$ cat src/rtl/stopwatch_ctrl.sv
// stopwatch_ctrl: run/pause/lap/clear sequencer for a cascaded BCD stopwatch.
// An internal prescaler produces the per-tick count enable; a NUM_DIGITS-wide
// BCD count and a lap-freeze register drive the display value.
// Optional feature macro: STOPWATCH_AUTOSTOP_EN (saturate at all 9s and force
// PAUSE on the overflow tick instead of wrapping to zero).
//
// Pulse inputs (start_stop, lap, clr) are single-cycle strobes sampled on the
// rising edge; there is no valid/ready handshake in this block. When pulses
// coincide the priority is clr > start_stop > lap.
module stopwatch_ctrl #(
  parameter int TICK_DIV   = 10,
  parameter int NUM_DIGITS = 4
) (
  input  logic                    clk,
  input  logic                    reset,
  input  logic                    start_stop,
  input  logic                    lap,
  input  logic                    clr,
  output logic                    count_en,
  output logic [4*NUM_DIGITS-1:0] digits,
  output logic                    running,
  output logic                    lap_active,
  output logic                    overflow,
  output logic [1:0]              dbg_state
);

  localparam int PW = (TICK_DIV > 1) ? $clog2(TICK_DIV) : 1;
  localparam logic [PW-1:0] PRESC_MAX = PW'(TICK_DIV - 1);

  typedef enum logic [1:0] {
    IDLE  = 2'd0,
    RUN   = 2'd1,
    LAP   = 2'd2,
    PAUSE = 2'd3
  } state_t;

  state_t                    r_state;
  state_t                    w_state_next;
  logic [PW-1:0]             r_presc;
  logic [4*NUM_DIGITS-1:0]   r_count;
  logic [4*NUM_DIGITS-1:0]   r_lap;
  logic                      r_overflow;

  logic                      w_running;
  logic                      w_tick;
  logic                      w_all9;
  logic                      w_sat;
  logic                      w_clr_all;
  logic                      w_clr_ovf;
  logic                      w_lap_load;
  logic [NUM_DIGITS:0]       w_carry;
  logic [4*NUM_DIGITS-1:0]   w_count_inc;

  assign w_running = (r_state == RUN) || (r_state == LAP);
  assign w_tick    = w_running && (r_presc == PRESC_MAX);
  assign w_all9    = w_carry[NUM_DIGITS];
  assign w_sat     = w_all9 && r_overflow;
  // clr only has an effect when the watch is stopped
  assign w_clr_all = clr && (r_state == PAUSE);
  assign w_clr_ovf = clr && ((r_state == IDLE) || (r_state == PAUSE));
  // the lap register captures the pre-increment count on entry to LAP
  assign w_lap_load = (r_state == RUN) && (w_state_next == LAP);

  // BCD ripple increment: digit i advances when every lower digit is 9
  always_comb begin
    w_carry     = '0;
    w_count_inc = r_count;
    w_carry[0]  = 1'b1;
    for (int i = 0; i < NUM_DIGITS; i++) begin
      if (w_carry[i]) begin
        if (r_count[4*i +: 4] == 4'd9) begin
          w_count_inc[4*i +: 4] = 4'd0;
        end else begin
          w_count_inc[4*i +: 4] = r_count[4*i +: 4] + 4'd1;
        end
      end
      w_carry[i+1] = w_carry[i] && (r_count[4*i +: 4] == 4'd9);
    end
  end

  // next-state decode with priority clr > start_stop > lap
  always_comb begin
    w_state_next = r_state;
    case (r_state)
      IDLE: begin
        if (clr)             w_state_next = IDLE;
        else if (start_stop) w_state_next = RUN;
      end
      RUN: begin
        if (start_stop)      w_state_next = PAUSE;
        else if (lap)        w_state_next = LAP;
      end
      LAP: begin
        if (start_stop)      w_state_next = PAUSE;
        else if (lap)        w_state_next = RUN;
      end
      PAUSE: begin
        if (clr)             w_state_next = IDLE;
`ifdef STOPWATCH_AUTOSTOP_EN
        else if (start_stop && !w_sat) w_state_next = RUN;
`else
        else if (start_stop) w_state_next = RUN;
`endif
      end
      default: w_state_next = IDLE;
    endcase
`ifdef STOPWATCH_AUTOSTOP_EN
    // the overflow tick stops the watch; leaving LAP shows the live count
    if (w_tick && w_all9) w_state_next = PAUSE;
`endif
  end

  // state register
  always_ff @(posedge clk) begin
    if (reset) r_state <= IDLE;
    else       r_state <= w_state_next;
  end

  // prescaler: advances only while running, holds in PAUSE to keep phase
  always_ff @(posedge clk) begin
    if (reset || w_clr_all) begin
      r_presc <= '0;
    end else if (w_running) begin
      if (r_presc == PRESC_MAX) r_presc <= '0;
      else                      r_presc <= r_presc + 1'b1;
    end
  end

  // BCD count: increments on each tick, wraps or saturates on all 9s
  always_ff @(posedge clk) begin
    if (reset || w_clr_all) begin
      r_count <= '0;
    end else if (w_tick) begin
`ifdef STOPWATCH_AUTOSTOP_EN
      if (!w_all9) r_count <= w_count_inc;
`else
      r_count <= w_count_inc;
`endif
    end
  end

  // sticky overflow flag, cleared by clr while stopped
  always_ff @(posedge clk) begin
    if (reset || w_clr_ovf)     r_overflow <= 1'b0;
    else if (w_tick && w_all9)  r_overflow <= 1'b1;
  end

  // lap-freeze register
  always_ff @(posedge clk) begin
    if (reset)           r_lap <= '0;
    else if (w_lap_load) r_lap <= r_count;
  end

  assign count_en   = w_tick;
  assign running    = w_running;
  assign lap_active = (r_state == LAP);
  assign digits     = (r_state == LAP) ? r_lap : r_count;
  assign overflow   = r_overflow;
  assign dbg_state  = r_state;

endmodule

$ cat config.mk
export PLATFORM = sky130hd
export DESIGN_NAME = stopwatch_ctrl
export DESIGN_NICKNAME = d
export VERILOG_FILES = /design/src/rtl/stopwatch_ctrl.sv
export SDC_FILE = /design/constraint.sdc
export NUM_CORES = 1
export LEC_CHECK = 0
export ABC_CLOCK_PERIOD_IN_PS = 2800
export CAP_MARGIN = 15
export CORE_MARGIN = 1.5
export CORE_UTILIZATION = 54
export DETAILED_ROUTE_END_ITERATION = 12
export PLACE_DENSITY = 0.79
export SLEW_MARGIN = 20
export SYNTH_ARGS = -nofsm -noshare
export SYNTH_HDL_FRONTEND = slang
export SYNTH_SLANG_ARGS = --single-unit
$ cat constraint.sdc
create_clock -name clk -period 2.8 [get_ports clk]
set_clock_uncertainty 0.05 [all_clocks]
set_input_delay 0.56 -clock clk [delete_from_list [all_inputs] [get_ports clk]]
set_output_delay 0.56 -clock clk [all_outputs]
set_load 0.02 [all_outputs]
==> impl_metrics.csv <==
group,metric,value,unit
finish,antenna_cells,0,
sta,worst_slew_pin_slew,0.411,ns
worst_setup_path,worstPathRequired,2.19,ns
sta,min_period_over_period,93.5,%
drt,wl_per_cell,13.8,um
sta,post-route-min-period,2.62,ns
worst_setup_path,start_kind,"flop",
drt,wl,4310,um
floorplanning,die_area,4040,um^2
synth,synth_nets,246,
power,ir_worst_vdd,0.348,mV
power,switching_power,0.256,mW
finish,layout_commonest_cell,"nand2_1",
power,p_comb_share,9.4,%
cts,ctsHoldBuffers,0,
sta,tns,0,ns
drt,dr.first_iter.drc_count,107,
global_route,grt_overflow,0,
placed_design,dp_cells,305,
placed_design,dp_hpwl,2910,um
finish,final_layout_size_suffix_gt1_share,12.0,%
finish,final_cell_mix,"nand2_1 (42), dfxtp_1 (39), a21oi_1 (32)",
floorplanning,coreArea,3440,um^2
sta,rsz0062_at_grt,"no",
cts,clkSinkCount,39,
cts,cts.path.max_buffers,2,
drt,vias_per_cell,5.46,
drt,ant_nets,0,
global_route,grt_pass1_wl,7480,um
sta,setup_viol,0,
run_status,outcome,"finished, final reports clean",
synth,ys_async_sr_fraction,0,%
sta,drv_slew,0,
synth,synth_seq_area_share,39.4,%
worst_hold_path,hold_class,"reg2reg",
global_route,antenna_found_initial,0,
global_route,globalRouteTotalUtil,23.4,%
synth,syn_area_per_cell,8.33,um^2
floorplanning,ios,27,
floorplanning,initial_utilization,57.6,%
power,p_int,0.829,mW
finish,layout.nets,274,
global_route,use_met1,29.7,%
synth,synth_flop_cell,"dfxtp_1",
worst_setup_path,crit_type,"reg2out",
synth,synth_area,1980,um^2
global_route,use_met2,39.2,%
drt,vias,1708,
sta,finalHoldViolCount,0,
drt,firstDrtPassIters,6,
power,p_clk_share,38.0,%
sta,max_clock_freq,382,MHz
placed_design,place.gp.congestion,0.832,
worst_setup_path,worstPathArrival,2.01,ns
global_route,grt_busiest_layer,"met2",
synth,synth_edf_count,0,
power,switching_share,23.6,%
cts,postCtsSetupRepairBufs,0,
cts,clk_latency,0.29,ns
power,pwr-share-seq,52.5,%
synth,synth.distinct_cells,43,
placed_design,portBuffers,26,
synth,synth_warnings,0,
flow_run,cap_violations,0,
cts,cts.clk_slew.worst_paths,0.07,ns
global_route,grt_max_degree,21,
synth,synth_seq_cells,39,
cts,cts_tree,"done",
power,p_leak,0.851,nW
floorplanning,rows,21,
drt,drcViolationCount,0,
finish,final_cell_count_no_fill,313,
finish,synthToLayoutAreaGrowth,20.9,%
worst_setup_path,critPathMaxFanout,6,
sta,slew_headroom,72.6,%
cts,h-tree-depth,2,
floorplanning,die_h,63.6,um
cts,cts_root_buf,"clkbuf_8",
cts,cts_buffers,5,
synth,syn_inst,238,
floorplanning,die_w,63.6,um
power,power_density,453,nW/um^2
worst_setup_path,endpoint_kind,"output port",
global_route,use_met3,4.82,%
global_route,grt_pass1_vias,1650,
[state kept, by name, summed over array words and instances, names as in the netlist]
name       flops
dbg_state      2
overflow       1
r_count       16
r_lap         16
r_presc        4
[layer usage]
layer | vias to the layer above | wire length (um)
li1 | 890 | -
met1 | 798 | 2090
met2 | 16 | 2070
met3 | 4 | 93
met4 | 0 | 46
met5 | - | 0
[cells by family (layout without fill, tap and decap cells)]
kind of cell             after synthesis  after routing  share of synthesized area, %
AO/OA/AOI/OAI                         54             54                          15.3
XOR/XNOR                               7              7                          3.09
flip-flops                            39             39                          39.4
AND/OR/NAND/NOR                      101            101                          28.3
adder cells (fa/ha/maj)                3              3                          1.89
multiplexers                          13             13                          7.38
buffers and inverters                 21             50                          4.61
[stage by stage]
stage          power [mW]  util [%]  instance area (um^2)  setup WS, ns  hold slack, ns
5_1_grt              1.14      69.7                  2400       0.00378           0.422
3_3_place_gp        0.683      66.8                  2300         0.252           0.391
2_1_floorplan       0.644         -                  1980         0.342           0.383
4_1_cts              1.09      69.7                  2400         0.167           0.408
3_5_place_dp        0.685      66.8                  2300         0.208           0.396
6_report             1.09      69.7                  2400         0.183           0.404
[critical path, stage by stage, from the launching register on]
cell           delay (ns)
dfxtp_1              0.42
inv_1                0.07
ha_1                 0.36
and4bb_2             0.32
nor2b_1              0.20
dlygate4sd2_1        0.35
[cells in the mapped netlist (all sizes together) (2+ instances only)]
| cell | number | share of area, % |
|---|---|---|
| nor3b | 3 | 1.1 |
| nor4b | 2 | 1.2 |
| xor2 | 6 | 2.6 |
| nor2b | 10 | 3.2 |
| buf | 5 | 1.6 |
| a211oi | 3 | 1.1 |
| nand2 | 42 | 7.9 |
| nand3 | 5 | 1.3 |
| nand2b | 3 | 0.95 |
| or4 | 2 | 0.76 |
| or3 | 4 | 1.3 |
| nand4 | 4 | 2.0 |
| dfxtp | 39 | 39 |
| mux2 | 13 | 7.4 |
| nand3b | 3 | 1.1 |
| and2b | 2 | 0.76 |
| a31oi | 2 | 0.63 |
| nor3 | 3 | 0.76 |
| ha | 3 | 1.9 |
| o31ai | 2 | 0.76 |
| clkbuf | 8 | 1.5 |
| o21ai | 9 | 2.3 |
| nor2 | 10 | 1.9 |
| inv | 8 | 1.5 |
| and4bb | 3 | 2.1 |
| a21oi | 32 | 8.1 |
[power by group through the flow]
stage / sequential [mW] / clock, mW / combinational [mW]
global placement: 0.582 / 0 / 0.101
detailed placement: 0.583 / 0 / 0.102
finish: 0.570 / 0.413 / 0.103
CTS: 0.570 / 0.421 / 0.103
floorplan: 0.584 / 0 / 0.0598
global route: 0.571 / 0.450 / 0.114
[what timing repair did]
action                                  4_1_cts  5_1_grt
hold endpoints to repair                      0        0
endpoints found under the setup margin        1        0
gates resized for setup                       1        0
[cell type report]
class / instances / area, um^2
Clock buffer: 8 / 100
Fill cell: 298 / 1040
Inverter: 8 / 30.0
Multi-Input combinational cell: 178 / 1110
Sequential cell: 39 / 781
Tap cell: 46 / 57.6
Timing Repair Buffer: 34 / 319
[path summary, 6_finish.rpt]
check	depth (start not counted)	to	from	slack, ns
setup / recovery	5	count_en	dbg_state[0]	0.18
hold / removal	2	r_lap[6]	r_lap[6]	0.40
setup reg to reg	7	r_count[13]	dbg_state[0]	0.47
hold reg to reg	2	r_lap[6]	r_lap[6]	0.40
No activity file was read; power rests on OpenSTA's default activity.
